===== src/rtl/change_dispenser.sv =====
// Change dispenser: takes a price and a payment, then pays out the difference
// greedily (largest affordable coin first), one coin per ready/valid handshake.
module change_dispenser #(
    parameter int unsigned W         = 32'd8,
    parameter int unsigned CNT_W     = 32'd4,
    parameter int unsigned MAX_COINS = 32'd15,
    parameter int unsigned DENOM_HI  = 32'd5,
    parameter int unsigned DENOM_MID = 32'd3,
    parameter int unsigned DENOM_LO  = 32'd1
) (
    input  logic             clock,
    input  logic             reset_L,
    input  logic             start,
    input  logic [W-1:0]     cost,
    input  logic [W-1:0]     paid,
    input  logic             restock,
    input  logic [CNT_W-1:0] restock_hi,
    input  logic [CNT_W-1:0] restock_mid,
    input  logic [CNT_W-1:0] restock_lo,
    output logic             coin_valid,
    input  logic             coin_ready,
    output logic [1:0]       coin,
    output logic             busy,
    output logic             done,
    output logic             exact_amount,
    output logic             cough_up_more,
    output logic             not_enough_change,
    output logic [W-1:0]     remaining,
    output logic [CNT_W-1:0] inv_hi,
    output logic [CNT_W-1:0] inv_mid,
    output logic [CNT_W-1:0] inv_lo
);
    localparam int unsigned     CC_W    = $clog2(MAX_COINS + 32'd1);
    localparam logic [W-1:0]    D_HI    = W'(DENOM_HI);
    localparam logic [W-1:0]    D_MID   = W'(DENOM_MID);
    localparam logic [W-1:0]    D_LO    = W'(DENOM_LO);
    localparam logic [CC_W-1:0] MAX_CNT = CC_W'(MAX_COINS);

    typedef enum logic [1:0] {
        S_IDLE = 2'd0,
        S_EVAL = 2'd1,
        S_DISP = 2'd2,
        S_DONE = 2'd3
    } state_t;

    state_t           state_q, state_d;
    logic [W-1:0]     cost_q, cost_d, paid_q, paid_d, rem_q, rem_d;
    logic [CNT_W-1:0] inv_hi_q, inv_hi_d, inv_mid_q, inv_mid_d, inv_lo_q, inv_lo_d;
    logic [CC_W-1:0]  cnt_q, cnt_d;
    logic             exact_q, exact_d, cum_q, cum_d, nec_q, nec_d;
    logic [1:0]       pick_code_s;
    logic [W-1:0]     pick_val_s;
    logic             offer_s, hs_s;

    function automatic logic [CNT_W-1:0] sat_add(input logic [CNT_W-1:0] a,
                                                 input logic [CNT_W-1:0] b);
        logic [CNT_W:0] sum;
        sum = {1'b0, a} + {1'b0, b};
        if (sum[CNT_W]) begin
            return {CNT_W{1'b1}};
        end else begin
            return sum[CNT_W-1:0];
        end
    endfunction

    // Largest coin that fits in the outstanding change and is still in stock.
    always_comb begin
        pick_code_s = 2'd0;
        pick_val_s  = '0;
        if (inv_hi_q != '0 && rem_q >= D_HI) begin
            pick_code_s = 2'd3;
            pick_val_s  = D_HI;
        end else if (inv_mid_q != '0 && rem_q >= D_MID) begin
            pick_code_s = 2'd2;
            pick_val_s  = D_MID;
        end else if (inv_lo_q != '0 && rem_q >= D_LO) begin
            pick_code_s = 2'd1;
            pick_val_s  = D_LO;
        end else begin
            pick_code_s = 2'd0;
            pick_val_s  = '0;
        end
    end

    assign offer_s = (state_q == S_DISP) && (pick_code_s != 2'd0) && (cnt_q < MAX_CNT);
    assign hs_s    = offer_s && coin_ready;

    // State register.
    always_ff @(posedge clock) begin
        if (!reset_L) begin
            state_q <= S_IDLE;
        end else begin
            state_q <= state_d;
        end
    end

    // Next-state logic.
    always_comb begin
        state_d = state_q;
        case (state_q)
            S_IDLE:  state_d = start ? S_EVAL : S_IDLE;
            S_EVAL:  state_d = (paid_q > cost_q) ? S_DISP : S_DONE;
            S_DISP:  state_d = offer_s ? S_DISP : S_DONE;
            S_DONE:  state_d = S_IDLE;
            default: state_d = S_IDLE;
        endcase
    end

    // Datapath registers: transaction operands, change, inventory, coin count, flags.
    always_ff @(posedge clock) begin
        if (!reset_L) begin
            cost_q    <= '0;
            paid_q    <= '0;
            rem_q     <= '0;
            inv_hi_q  <= '0;
            inv_mid_q <= '0;
            inv_lo_q  <= '0;
            cnt_q     <= '0;
            exact_q   <= 1'b0;
            cum_q     <= 1'b0;
            nec_q     <= 1'b0;
        end else begin
            cost_q    <= cost_d;
            paid_q    <= paid_d;
            rem_q     <= rem_d;
            inv_hi_q  <= inv_hi_d;
            inv_mid_q <= inv_mid_d;
            inv_lo_q  <= inv_lo_d;
            cnt_q     <= cnt_d;
            exact_q   <= exact_d;
            cum_q     <= cum_d;
            nec_q     <= nec_d;
        end
    end

    // Datapath next-state; restock lands before EVAL so a same-cycle start sees it.
    always_comb begin
        cost_d    = cost_q;
        paid_d    = paid_q;
        rem_d     = rem_q;
        inv_hi_d  = inv_hi_q;
        inv_mid_d = inv_mid_q;
        inv_lo_d  = inv_lo_q;
        cnt_d     = cnt_q;
        exact_d   = exact_q;
        cum_d     = cum_q;
        nec_d     = nec_q;
        case (state_q)
            S_IDLE: begin
                if (restock) begin
                    inv_hi_d  = sat_add(inv_hi_q, restock_hi);
                    inv_mid_d = sat_add(inv_mid_q, restock_mid);
                    inv_lo_d  = sat_add(inv_lo_q, restock_lo);
                end else begin
                    inv_hi_d  = inv_hi_q;
                end
                if (start) begin
                    cost_d  = cost;
                    paid_d  = paid;
                    rem_d   = '0;
                    exact_d = 1'b0;
                    cum_d   = 1'b0;
                    nec_d   = 1'b0;
                end else begin
                    cost_d  = cost_q;
                end
            end
            S_EVAL: begin
                exact_d = (paid_q == cost_q) && (paid_q != '0);
                cum_d   = (paid_q < cost_q);
                if (paid_q > cost_q) begin
                    rem_d = paid_q - cost_q;
                    cnt_d = '0;
                end else begin
                    rem_d = '0;
                end
            end
            S_DISP: begin
                if (hs_s) begin
                    rem_d = rem_q - pick_val_s;
                    cnt_d = cnt_q + CC_W'(1'b1);
                    case (pick_code_s)
                        2'd3:    inv_hi_d  = inv_hi_q - {{(CNT_W-1){1'b0}}, 1'b1};
                        2'd2:    inv_mid_d = inv_mid_q - {{(CNT_W-1){1'b0}}, 1'b1};
                        2'd1:    inv_lo_d  = inv_lo_q - {{(CNT_W-1){1'b0}}, 1'b1};
                        default: inv_hi_d  = inv_hi_q;
                    endcase
                end else if (!offer_s) begin
                    nec_d = (paid_q > cost_q) && (rem_q != '0);
                end else begin
                    rem_d = rem_q;
                end
            end
            S_DONE: begin
                nec_d = (paid_q > cost_q) && (rem_q != '0);
            end
            default: begin
                rem_d = rem_q;
            end
        endcase
    end

    // Outputs: the coin offer is a direct function of DISPENSE state so it holds during a stall.
    always_comb begin
        coin_valid        = offer_s;
        coin              = offer_s ? pick_code_s : 2'd0;
        busy              = (state_q != S_IDLE);
        done              = (state_q == S_DONE);
        exact_amount      = exact_q;
        cough_up_more     = cum_q;
        not_enough_change = nec_q;
        remaining         = rem_q;
        inv_hi            = inv_hi_q;
        inv_mid           = inv_mid_q;
        inv_lo            = inv_lo_q;
    end
endmodule


===== config.mk =====
export PLATFORM = sky130hd
export DESIGN_NAME = change_dispenser
export DESIGN_NICKNAME = d
export VERILOG_FILES = /design/src/rtl/change_dispenser.sv
export SDC_FILE = /design/constraint.sdc
export NUM_CORES = 1
export LEC_CHECK = 0
export CAP_MARGIN = 0
export CORE_ASPECT_RATIO = 0.6
export CORE_MARGIN = 3
export CORE_UTILIZATION = 50
export CTS_CLUSTER_DIAMETER = 40
export DETAILED_ROUTE_END_ITERATION = 10
export PLACE_DENSITY_LB_ADDON = 0.05
export SYNTH_ARGS = -nofsm -noshare
export SYNTH_HDL_FRONTEND = slang
export SYNTH_SLANG_ARGS = --single-unit

===== constraint.sdc =====
create_clock -name clock -period 4.2 [get_ports clock]
set_input_delay 1.26 -clock clock [delete_from_list [all_inputs] [get_ports clock]]
set_output_delay 1.26 -clock clock [all_outputs]
set_load 0.1 [all_outputs]

Word level (Yosys, flattened, before mapping)
Cells that the tools add are included.
- $add $sub $neg: 9
- $lt $le $gt $ge: 6
- equality and inequality tests: 16
- multiplexer cells: 39
- reductions and logical operators: 29
- operators by type and width (cell ; count):
    2-to-1 mux 4 bit ; 14
    case mux 4 bit (2 select lines) ; 4
    2-to-1 mux 8 bit ; 3
    case mux 8 bit (3 select lines) ; 1
    AND reduction 4 bit ; 4
    nonzero test 8 bit ; 2
    subtractor 8 bit ; 2
    adder 4 x 4 -> 5 bit ; 3
    inequality test 2 bit (second input constant) ; 6
    nonzero test 4 bit ; 3
    subtractor 4 x 1 -> 4 bit (second input constant) ; 3
    nonzero test 2 bit ; 5
    == test 2 bit (second input constant) ; 4
    == test 8 bit ; 1
    >= comparator 8 x 1 -> 1 bit (second input constant) ; 1
    >= comparator 8 x 2 -> 1 bit (second input constant) ; 1
    >= comparator 8 x 3 -> 1 bit (second input constant) ; 1
    greater-than comparator 8 bit ; 1
    logical AND 1 bit ; 8
    less-than comparator 8 bit ; 1
    2-to-1 mux 1 bit ; 8
    2-to-1 mux 2 bit ; 4
    case mux 2 bit (4 select lines) ; 1
    inequality test 2 x 1 -> 1 bit (second input constant) ; 3
    10 further kinds ; 15
- flip-flop bits (word level): 45
- input bits: 33
- output and inout port bits: 28
- word-level logic and storage cells: 110

Longest topological paths before layout
- depth in word-level cells: 11
- mapped depth: 14
- mapped depth without buffers: 13

Worst setup path before layout
OpenSTA, ideal clock, no wires.
- path kind: reg-to-output
- from: reg inv_hi_q[1] (netlist: inv_hi[1])
- to: out coin[0]
- arrival time: 4.321 ns
- required time: 2.940 ns
- slack: -1.381 ns
- stages on the path, launching flop included: 8
- buffers on the path: 0
- cells stage by stage: dfxtp_1 inv_1 ha_1 nor3b_1 o21ai_0 a211o_1 inv_1 a211oi_1
- word-level cells in the longest chain between the ends: 7
- RTL lines (item ; line ; source):
    from (decl) ; 48 ; logic [CNT_W-1:0] inv_hi_q, inv_hi_d, inv_mid_q, inv_mid_d, inv_lo_q, inv_lo_d;
    from (signal assigned) ; 126 ; inv_hi_q <= inv_hi_d;
    nonzero test 4 bit (*) ; 70 ; if (inv_hi_q != '0 && rem_q >= D_HI) begin
    logical AND 1 bit (*) ; 70 ;
    2-to-1 mux 2 bit (*) ; 70 ;
    nonzero test 2 bit ; 85 ; assign offer_s = (state_q == S_DISP) && (pick_code_s != 2'd0) && (cnt_q < MAX_CNT);
    logical AND 1 bit (2 in a row) ; 85 ;
    2-to-1 mux 2 bit (*) ; 206 ; coin = offer_s ? pick_code_s : 2'd0;
    to (decl) ; 22 ; output logic [1:0] coin,
Mark *: on every way between the ends. The rest lies on a longest branch, timed or not.

Worst setup path after layout
- from: reg inv_lo_q[1] (netlist: inv_lo[1])
- to: out coin_valid
- word-level cells in the longest chain between the ends: 8
- RTL lines (item ; line ; source):
    from (decl) ; 48 ;
    from (signal assigned) ; 128 ; inv_lo_q <= inv_lo_d;
    nonzero test 4 bit ; 76 ; end else if (inv_lo_q != '0 && rem_q >= D_LO) begin
    logical AND 1 bit ; 76 ;
    2-to-1 mux 1 bit ; 76 ;
    2-to-1 mux 2 bit ; 73 ; end else if (inv_mid_q != '0 && rem_q >= D_MID) begin
    2-to-1 mux 2 bit ; 70 ;
    nonzero test 2 bit ; 85 ;
    logical AND 1 bit (2 in a row) ; 85 ;
    to (decl) ; 20 ; output logic coin_valid,
Every way passes these cells.

==> impl_results.html <==
<table>
<tr><th>Metric</th><th>Value</th></tr>
<tr><th colspan="2">Yosys</th></tr>
<tr><td>Syn avg cell area</td><td>8.30 um2</td></tr>
<tr><td>Dominant combinational cell family by area after synthesis</td><td>compound AO/OA/AOI/OAI gates</td></tr>
<tr><td>Top_reg_cell synth</td><td>sky130_fd_sc_hd__dfxtp_1</td></tr>
<tr><td>Register area share after synthesis</td><td>0.264</td></tr>
<tr><td>Synthesized-area fraction occupied by and/or/nand/nor cells</td><td>0.224</td></tr>
<tr><td>Ys Warns</td><td>0</td></tr>
<tr><td>Number of synthesized flops with an enable pin</td><td>0</td></tr>
<tr><td>Synth Net Count</td><td>slightly below 500</td></tr>
<tr><td>Post-synthesis cell count</td><td>411</td></tr>
<tr><td>Share of the synthesized netlist area taken by xor and xnor gates</td><td>0.0385</td></tr>
<tr><td>Post-synthesis adder-cell area fraction</td><td>0.154</td></tr>
<tr><td>Netlist Area Pre-Place</td><td>roughly 3400 um2</td></tr>
<tr><td>Synth unique cells</td><td>69</td></tr>
<tr><td>Seq cells post-synth</td><td>45</td></tr>
<tr><td>Share of synthesized flip-flops with an asynchronous set or reset</td><td>0</td></tr>
<tr><td>Mux contribution to synthesized area</td><td>0.00881</td></tr>
<tr><td>Compound-cell area share of the yosys netlist</td><td>0.253</td></tr>
<tr><th colspan="2">Job</th></tr>
<tr><td>Max_cap viols</td><td>0</td></tr>
<tr><th colspan="2">Floorplanning</th></tr>
<tr><td>Number of top-level design ports</td><td>61</td></tr>
<tr><td>Placeable core region</td><td>6360 um2</td></tr>
<tr><td>Height of the die</td><td>70.0 um</td></tr>
<tr><td>Number of placement rows</td><td>22</td></tr>
<tr><td>Initial core utilization</td><td>0.536</td></tr>
<tr><td>Die area</td><td>between 7000 and 8000 um2</td></tr>
<tr><td>Horizontal die dimension</td><td>113 um</td></tr>
<tr><th colspan="2">Placed design</th></tr>
<tr><td>Detailed-placement wirelength estimate</td><td>roughly 7.2 mm</td></tr>
<tr><td>Count of buffers inserted at the top-level ports</td><td>60</td></tr>
<tr><td>Worst slack at placement</td><td>between 0.6 and 0.7 ns</td></tr>
<tr><td>Weighted congestion reported at the end of routability-driven placement</td><td>0.899</td></tr>
<tr><th colspan="2">Clock network</th></tr>
<tr><td>Number of sinks handled by clock tree synthesis</td><td>45</td></tr>
<tr><td>CTS Root Cell</td><td>sky130_fd_sc_hd__clkbuf_16</td></tr>
<tr><td>Resized cells post-CTS</td><td>0</td></tr>
<tr><td>Clock transition time at the flip-flop clock pins of the worst setup and hold paths</td><td>0.06 ns</td></tr>
<tr><td>Clock latency on the worst-skew pair</td><td>0.29 ns</td></tr>
<tr><td>Post-CTS setup buffer count</td><td>0</td></tr>
<tr><td>Number of hold buffers added after CTS</td><td>0</td></tr>
<tr><td>TritonCTS clock tree</td><td>yes</td></tr>
<tr><td>Number of buffers on the longest clock path</td><td>2</td></tr>
<tr><td>Total clock buffers created by CTS</td><td>5</td></tr>
<tr><td>Number of H-tree branching levels</td><td>2</td></tr>
<tr><th colspan="2">Setup path</th></tr>
<tr><td>Setup CP Type</td><td>flip-flop to output pin</td></tr>
<tr><td>WP data required</td><td>2.94 ns</td></tr>
<tr><td>Largest fanout on the critical path</td><td>9</td></tr>
<tr><td>Crit path arrival time</td><td>approximately 2.5 ns</td></tr>
<tr><td>Type of element launching the critical path</td><td>flip-flop</td></tr>
<tr><td>CP endpoint kind</td><td>output pin</td></tr>
<tr><th colspan="2">Min path</th></tr>
<tr><td>Worst Hold Class</td><td>flip-flop to flip-flop</td></tr>
<tr><th colspan="2">GRT</th></tr>
<tr><td>Total gr overflow</td><td>0</td></tr>
<tr><td>Global-route wire length before repair</td><td>15.2 mm</td></tr>
<tr><td>Maximum number of pins on one net before global-route repair</td><td>29</td></tr>
<tr><td>Number of antenna violations at the first check in global routing</td><td>0</td></tr>
<tr><td>Vias in the first global route</td><td>3003</td></tr>
<tr><td>All-layer global routing usage</td><td>0.236</td></tr>
<tr><th colspan="2">Final layout</th></tr>
<tr><td>Final Core Density</td><td>0.670</td></tr>
<tr><td>Layout cells sized above 1</td><td>0.0708</td></tr>
<tr><td>Fill count</td><td>between 500 and 600</td></tr>
<tr><td># nets final</td><td>538</td></tr>
<tr><td>Layout area overhead</td><td>25.0%</td></tr>
<tr><td>Ant. Diodes</td><td>0</td></tr>
<tr><th colspan="2">STA</th></tr>
<tr><td>Unrepaired setup endpoints after global routing</td><td>no</td></tr>
<tr><td>Final-report setup violation count</td><td>0</td></tr>
<tr><td>Period Utilization, post-route</td><td>0.898</td></tr>
<tr><td>Transition at the pin with the smallest max-transition slack</td><td>0.999 ns</td></tr>
<tr><td>Final worst clock skew</td><td>0.00514 ns</td></tr>
<tr><td>Number of pins exceeding their max-slew limit in the final report</td><td>0</td></tr>
<tr><td>Final critical path time including I/O delays and setup</td><td>3.77 ns</td></tr>
<tr><td>Worst rel slew slack</td><td>0.332</td></tr>
<tr><td>Peak Freq</td><td>265 MHz</td></tr>
<tr><td>Count of final hold-check violations</td><td>0</td></tr>
<tr><td>Crit path setup slack, layout</td><td>between 0.4 and 0.5 ns</td></tr>
<tr><td>Setup TNS</td><td>0 ns</td></tr>
<tr><th colspan="2">Routing</th></tr>
<tr><td>DRC violation count after routing</td><td>0</td></tr>
<tr><td>Final wirelength</td><td>9.32 mm</td></tr>
<tr><td>Vias after detailed routing</td><td>3293</td></tr>
<tr><td>Routed wire length per instance</td><td>16.9 um</td></tr>
<tr><td>Post-DRT Antenna Nets</td><td>0</td></tr>
<tr><td>Initial DRC count</td><td>approximately 330</td></tr>
<tr><td>Number of vias per cell after detailed routing</td><td>5.99</td></tr>
<tr><td>Drt first pass iters</td><td>5</td></tr>
<tr><th colspan="2">Status</th></tr>
<tr><td>Result of the run</td><td>finished, final reports clean</td></tr>
</table>
-- critical path: stages (launching register included) --
cell and delay (ns):
sky130_fd_sc_hd__dfxtp_1 0.34, sky130_fd_sc_hd__inv_1 0.14, sky130_fd_sc_hd__ha_1 0.21, sky130_fd_sc_hd__or3b_2 0.49, sky130_fd_sc_hd__a211oi_1 0.23, sky130_fd_sc_hd__o21a_1 0.50
sky130_fd_sc_hd__nor2_4 0.10, sky130_fd_sc_hd__buf_12 0.19
-- path summary, 6_finish.rpt --
kind | startpoint | end | slack (ns) | cells past startpoint
max reg2reg | inv_lo[1] | remaining[4] | 0.54 | 13
min | cost_q[7] | cost_q[7] | 0.46 | 2
min reg2reg | cost_q[7] | cost_q[7] | 0.46 | 2
max | inv_lo[1] | coin_valid | 0.43 | 7
-- cell usage after synthesis, types with 4 or more instances --
cell type	number	area (um2)
sky130_fd_sc_hd__o21ai_0	13	65.1
sky130_fd_sc_hd__or3_1	5	31.3
sky130_fd_sc_hd__fa_1	5	100
sky130_fd_sc_hd__a31oi_1	5	31.3
sky130_fd_sc_hd__xnor2_1	10	87.6
sky130_fd_sc_hd__nand3_1	8	40.0
sky130_fd_sc_hd__nand2_1	49	184
sky130_fd_sc_hd__a21o_1	6	45.0
sky130_fd_sc_hd__dfxtp_1	45	901
sky130_fd_sc_hd__ha_1	34	425
sky130_fd_sc_hd__o21a_1	4	30.0
sky130_fd_sc_hd__clkbuf_1	11	41.3
sky130_fd_sc_hd__nor3_1	14	70.1
sky130_fd_sc_hd__nor3b_1	6	45.0
sky130_fd_sc_hd__nor2b_1	12	75.1
sky130_fd_sc_hd__nor4_1	4	25.0
sky130_fd_sc_hd__a32oi_1	6	52.6
sky130_fd_sc_hd__a21oi_1	31	155
sky130_fd_sc_hd__o31ai_1	4	30.0
sky130_fd_sc_hd__xor2_1	5	43.8
sky130_fd_sc_hd__nor2_1	13	48.8
sky130_fd_sc_hd__o2bb2ai_1	5	43.8
sky130_fd_sc_hd__inv_1	33	124
sky130_fd_sc_hd__and2_1	5	31.3
sky130_fd_sc_hd__nand2b_1	7	43.8
-- state kept, by name, indices dropped and copies added (netlist names) --
name / cells
cnt_q: 4
cost_q: 8
cough_up_more: 1
exact_amount: 1
inv_hi: 4
inv_lo: 4
inv_mid: 4
not_enough_change: 1
paid_q: 8
remaining: 8
state_q: 2
-- per-stage QoR --
step                cells  instance area [um2]  hold slack [ns]
finish                550                 4260            0.457
detailed placement    543                 4100            0.447
CTS                   550                 4260            0.455
global route          550                 4260            0.483
global placement      543                 4100            0.445
floorplan             411                 3430            0.436
-- kinds of logic after synthesis --
logic type / Yosys count
buffers and inverters: 49
adders and majority gates: 39
muxes: 3
and+or+nand+nor: 145
DFF: 45
xor gates and xnor gates: 15
AOI/OAI and AO/OA: 115
-- cell usage in the layout (no fill, tap or decap), types with 5 or more instances in the layout --
cell type and n:
sky130_fd_sc_hd__clkbuf_16 5, sky130_fd_sc_hd__xor2_1 5, sky130_fd_sc_hd__nor3_1 14, sky130_fd_sc_hd__or3_1 5, sky130_fd_sc_hd__nor3b_1 6, sky130_fd_sc_hd__ha_1 34, sky130_fd_sc_hd__inv_1 33, sky130_fd_sc_hd__nand2b_1 7
sky130_fd_sc_hd__a32oi_1 6, sky130_fd_sc_hd__a21oi_1 31, sky130_fd_sc_hd__o21ai_0 13, sky130_fd_sc_hd__nand3_1 8, sky130_fd_sc_hd__dfxtp_1 45, sky130_fd_sc_hd__nand2_1 49, sky130_fd_sc_hd__o2bb2ai_1 5, sky130_fd_sc_hd__nor2_1 12
sky130_fd_sc_hd__fa_1 5, sky130_fd_sc_hd__a21o_1 6, sky130_fd_sc_hd__clkdlybuf4s50_1 54, sky130_fd_sc_hd__xnor2_1 10, sky130_fd_sc_hd__buf_4 7, sky130_fd_sc_hd__and2_1 5, sky130_fd_sc_hd__nor2b_1 12, sky130_fd_sc_hd__a31oi_1 5
-- cell type report --
class                      count  area (um2)  area share
multi-input combinational    317        2330       0.548
sequential                    45         901       0.211
timing repair buffer          63         633       0.149
clock inverter                 2        35.0     0.00822
clock buffer                   5         125      0.0294
tap                           84         105      0.0247
inverter                      34         128      0.0300
-- per-layer routing --
metal | GRT usage | vias up | routed length, um
li1 | - | 1609 | -
met1 | 0.387 | 1540 | 5000
met2 | 0.310 | 134 | 3560
met3 | 0.0476 | 10 | 693
met4 | 0.0440 | 0 | 63
met5 | 0 | - | 0
Power is left out: the tool's default activity adds up to more than one toggle a clock period on the data nets, which glitch-free logic cannot reach.
==> RTL edit 1: new RTL, same flow settings <==
Change the parameter `CNT_W` from 32'd4 to 32'd3.
--- a/src/rtl/change_dispenser.sv
+++ b/src/rtl/change_dispenser.sv
@@ -4,3 +4,3 @@
     parameter int unsigned W         = 32'd8,
-    parameter int unsigned CNT_W     = 32'd4,
+    parameter int unsigned CNT_W     = 32'd3,
     parameter int unsigned MAX_COINS = 32'd15,
Ports: changed (6 resized); port bits go from 61 to 55. No check against the original RTL was run, so the function may have changed too.
==> RTL edit 1 against the original RTL <==
Sequential cell count is 3 lower. Highest routed layer unchanged. Design area is 13% lower. Setup slack better by 150 ps. Die area is 12% lower. Sequential share of layout area is 1.6 points higher. Synthesized area is 12% lower. Routed wire length is 16% lower.
==> RTL edit 1: results (changes against the original RTL) <==
\begin{tabular}{lr}
\hline
Metric & Value \\
\hline
\multicolumn{2}{l}{\textbf{Synthesis}} \\
\quad Compound-gate portion of the synthesized area & 0.281 (+0.0286) \\
\quad Multiplexer fraction of the synthesized cell area & 0.0101 (+0.00124) \\
\quad Distinct cell type count of the synthesized netlist & 58 (-16\%) \\
\quad Synthesized netlist net count & 429 (-11\%) \\
\quad Biggest area contributors in the synthesized netlist & sky130\_fd\_sc\_hd\_\_dfxtp\_1, sky130\_fd\_sc\_hd\_\_ha\_1, sky130\_fd\_sc\_hd\_\_nand2\_1 \\
\quad Synth Instances & 362 (-12\%) \\
\quad Synth Area in XOR/XNOR & 0.0352 (-0.00336) \\
\quad Part of the Yosys area used for sequential elements & 0.281 (+0.0172) \\
\quad Adder and majority gate portion of the synthesized area & 0.168 (+0.0134) \\
\multicolumn{2}{l}{\textbf{Placed design}} \\
\quad Port Buffers & 54 (-10\%) \\
\quad Worst-case setup slack after placement & 940 ps (+331 ps) \\
\quad Placed Cells incl. Taps & 489 (-9.9\%) \\
\quad Routability congestion estimate from global placement & 0.854 (-5.0\%) \\
\quad Placed Instance Area & 3600 sq um (-12\%) \\
\multicolumn{2}{l}{\textbf{Clock tree}} \\
\quad Clock-pin slew reported for the worst setup and hold paths after clock tree synthesis & 90 ps (+30 ps) \\
\quad Master cell of the clock root buffer & sky130\_fd\_sc\_hd\_\_clkbuf\_8 \\
\multicolumn{2}{l}{\textbf{Finish}} \\
\quad Share of cells above drive strength 1 & 0.0767 (+0.00592) \\
\quad Utilization after layout & 0.652 (-0.0183) \\
\quad Final Net Count & 483 (-10\%) \\
\multicolumn{2}{l}{\textbf{GRT}} \\
\quad Maximum number of pins on one net before global-route repair & 34 (+17\%) \\
\quad Vias in the first global route & 2,578 (-14\%) \\
\quad GRT Util Overall & 0.232 (-0.00413) \\
\quad Wire length of the first global-routing pass & 13.0 mm (-15\%) \\
\multicolumn{2}{l}{\textbf{Critical path}} \\
\quad Crit path arrival time & 2360 ps (-150 ps) \\
\multicolumn{2}{l}{\textbf{STA}} \\
\quad Worst max-slew margin expressed relative to the limit & 0.341 (+0.00891) \\
\quad Worst clock skew & 7.96 ps (+2.82 ps) \\
\multicolumn{2}{l}{\textbf{Detailed routing}} \\
\quad DRT Wirelength & 7.79 mm (-16\%) \\
\quad Detailed Route Iter0 Violations & 186 (-43\%) \\
\multicolumn{2}{l}{\textbf{Run status}} \\
\quad Result of the run & finished clean \\
\hline
\end{tabular}
## RTL edit 1: area by class of cell
class,count,area share
Multi-Input combinational cell,273,0.536
Sequential cell,42,0.227
Timing Repair Buffer,57,0.147
Inverter,37,0.0376
Tap cell,80,0.0271
Clock buffer,6,0.0223
Clock inverter,2,0.00338
## RTL edit 1: power breakdown
part           switching [mW]  total, mW  internal (mW)
Sequential             0.0843      0.572          0.488
Clock                   0.149      0.281          0.132
Combinational            1.30       1.95          0.648
## RTL edit 1: final timing paths
kind                    from            to  slack (ps)  cells after the start
setup / recovery  inv_mid[1]    coin_valid         580                      7
hold / removal     cost_q[4]     cost_q[4]         460                      2
hold reg to reg    cost_q[4]     cost_q[4]         460                      2
setup reg to reg  inv_mid[1]  remaining[6]        1070                     14
## RTL edit 1: logic make-up after synthesis
| family | count (synthesis) |
|---|---|
| adders and majority gates | 37 |
| xor gates and xnor gates | 12 |
| AOI/OAI and AO/OA | 119 |
| buffers and inverters | 47 |
| DFF | 42 |
| muxes | 3 |
| and+or+nand+nor | 102 |
## RTL edit 1: per-layer routing
layer  vias to the layer above  global-route usage  share of wire
li1                       1410                   -              -
met3                         4              0.0517          0.072
met4                         0              0.0339         0.0050
met2                        84               0.298           0.37
met1                      1316               0.384           0.55
met5                         -                   0              0
## RTL edit 1: critical path, stage by stage, from the launching register on
cell and delay (ps):
sky130_fd_sc_hd__dfxtp_1 330, sky130_fd_sc_hd__inv_1 140, sky130_fd_sc_hd__ha_1 190, sky130_fd_sc_hd__or3b_2 480, sky130_fd_sc_hd__a211oi_4 330, sky130_fd_sc_hd__a21o_2 230, sky130_fd_sc_hd__a21oi_2 100, sky130_fd_sc_hd__buf_4 250
==> RTL edit 2: new RTL, same flow settings <==
Without the edit above. Reset style: asynchronous (`reset_L`), changed in 2 clocked blocks.
--- a/src/rtl/change_dispenser.sv
+++ b/src/rtl/change_dispenser.sv
@@ -88,3 +88,3 @@
     // State register.
-    always_ff @(posedge clock) begin
+    always_ff @(posedge clock or negedge reset_L) begin
         if (!reset_L) begin
@@ -109,3 +109,3 @@
     // Datapath registers: transaction operands, change, inventory, coin count, flags.
-    always_ff @(posedge clock) begin
+    always_ff @(posedge clock or negedge reset_L) begin
         if (!reset_L) begin
Function: differs if reset_L is asserted again (counterexample within 4 cycles, from zero or initial values and one cycle with reset_L low); with reset_L held inactive, the same outputs for 4 cycles.
==> RTL edit 2 against the original RTL <==
Die area grew 3.8%. Final cell count shrank 3.6%. Core utilization shrank 2.0 points. Synthesized area grew 4.1%. Critical path depth is the same. Setup slack gained 180 ps. Non-clock buffer count shrank 2. Routed wire length shrank 1.7%. Register-to-register slack gained 410 ps. Sequential cell count is the same. Design area grew 3.1%. Highest routed layer unchanged.
Power is left out: the tool's default activity adds up to more than one toggle a clock period on the data nets, which glitch-free logic cannot reach.
==> RTL edit 2: results (changes against the original RTL) <==
\begin{tabular}{lr}
\hline
Metric & Value \\
\hline
\multicolumn{2}{l}{\textbf{Finish}} \\
\quad Logic inverters & 36 (+5.9\%) \\
\quad Number of inserted filler cells in the final layout & 586 (+8.3\%) \\
\quad Number of clock-tree buffers in the layout & 7 (+2) \\
\quad Total number of multi-input combinational cells & 293 (-7.6\%) \\
\quad Non-filler cells, final & 530 (-3.6\%) \\
\quad P\&R area growth vs syn & 23.8\% \\
\multicolumn{2}{l}{\textbf{Synthesis}} \\
\quad Biggest area contributors in the synthesized netlist & sky130\_fd\_sc\_hd\_\_dfrtp\_1, sky130\_fd\_sc\_hd\_\_ha\_1, sky130\_fd\_sc\_hd\_\_mux2\_2 \\
\quad Top post-synthesis cells by count & sky130\_fd\_sc\_hd\_\_dfrtp\_1, sky130\_fd\_sc\_hd\_\_inv\_1, sky130\_fd\_sc\_hd\_\_ha\_1 \\
\quad Part of the Yosys area used for sequential elements & 0.317 (+0.0530) \\
\quad Adder and majority gate portion of the synthesized area & 0.148 (-0.00608) \\
\quad Most instantiated flip-flop cell in the synthesis netlist & sky130\_fd\_sc\_hd\_\_dfrtp\_1 \\
\multicolumn{2}{l}{\textbf{Detailed routing}} \\
\quad Detailed Route Iter0 Violations & 282 (-14\%) \\
\quad Average vias per placed instance & 5.98 (-0.17\%) \\
\quad Post-route met1 wirelength & 4.76 mm (-4.8\%) \\
\quad Post-detailed-route wirelength per cell & 17.3 um (+2.0\%) \\
\multicolumn{2}{l}{\textbf{Critical path}} \\
\quad Worst-path cell with the longest stage delay & sky130\_fd\_sc\_hd\_\_or3b\_2 \\
\quad Top delay family on crit path & simple AND/OR/NAND/NOR gates \\
\multicolumn{2}{l}{\textbf{Placed design}} \\
\quad Placed Cells incl. Taps & 522 (-3.9\%) \\
\quad Placed Instance Area & 4250 sq um (+3.8\%) \\
\quad DP HPWL & 7.10 mm (-1.9\%) \\
\multicolumn{2}{l}{\textbf{GRT}} \\
\quad Wire length of the first global-routing pass & 15.4 mm (+1.0\%) \\
\quad GR met1 Demand/Resource & 0.392 (+0.00512) \\
\quad Vias in the first global route & 3,062 (+2.0\%) \\
\quad Maximum number of pins on one net before global-route repair & 46 (+59\%) \\
\quad Met2 usage in global routing & 0.313 (+0.00363) \\
\multicolumn{2}{l}{\textbf{Run status}} \\
\quad Result of the run & finished clean \\
\hline
\end{tabular}
## RTL edit 2: changes by cell type after synthesis, sizes merged, moves of 10 or more
| cell | unedited run | this run |
|---|---|---|
| dfrtp | 0 | 45 |
| dfxtp | 45 | 0 |
| nand2 | 49 | 22 |
| mux2 | 0 | 20 |
| a21oi | 31 | 17 |
| nor2 | 15 | 28 |
| o21ai | 14 | 24 |
## RTL edit 2: final timing paths
path / from / end / slack, ps / cells after the start
min in group asynchronous: reset_L / cough_up_more / 1150 / 1
worst min-delay path: cough_up_more / cough_up_more / 510 / 1
max in group asynchronous: reset_L / inv_hi[2] / 2420 / 1
worst max register to register: inv_hi[1] / remaining[7] / 950 / 12
worst max-delay path: inv_lo[1] / coin_valid / 610 / 7
worst min register to register: cough_up_more / cough_up_more / 510 / 1
## RTL edit 2: logic make-up after synthesis
family,count (synthesis)
simple gates,125
compound gates,95
flops,45
buf+inv,42
fa+ha+maj,39
mux,24
xor+xnor,10
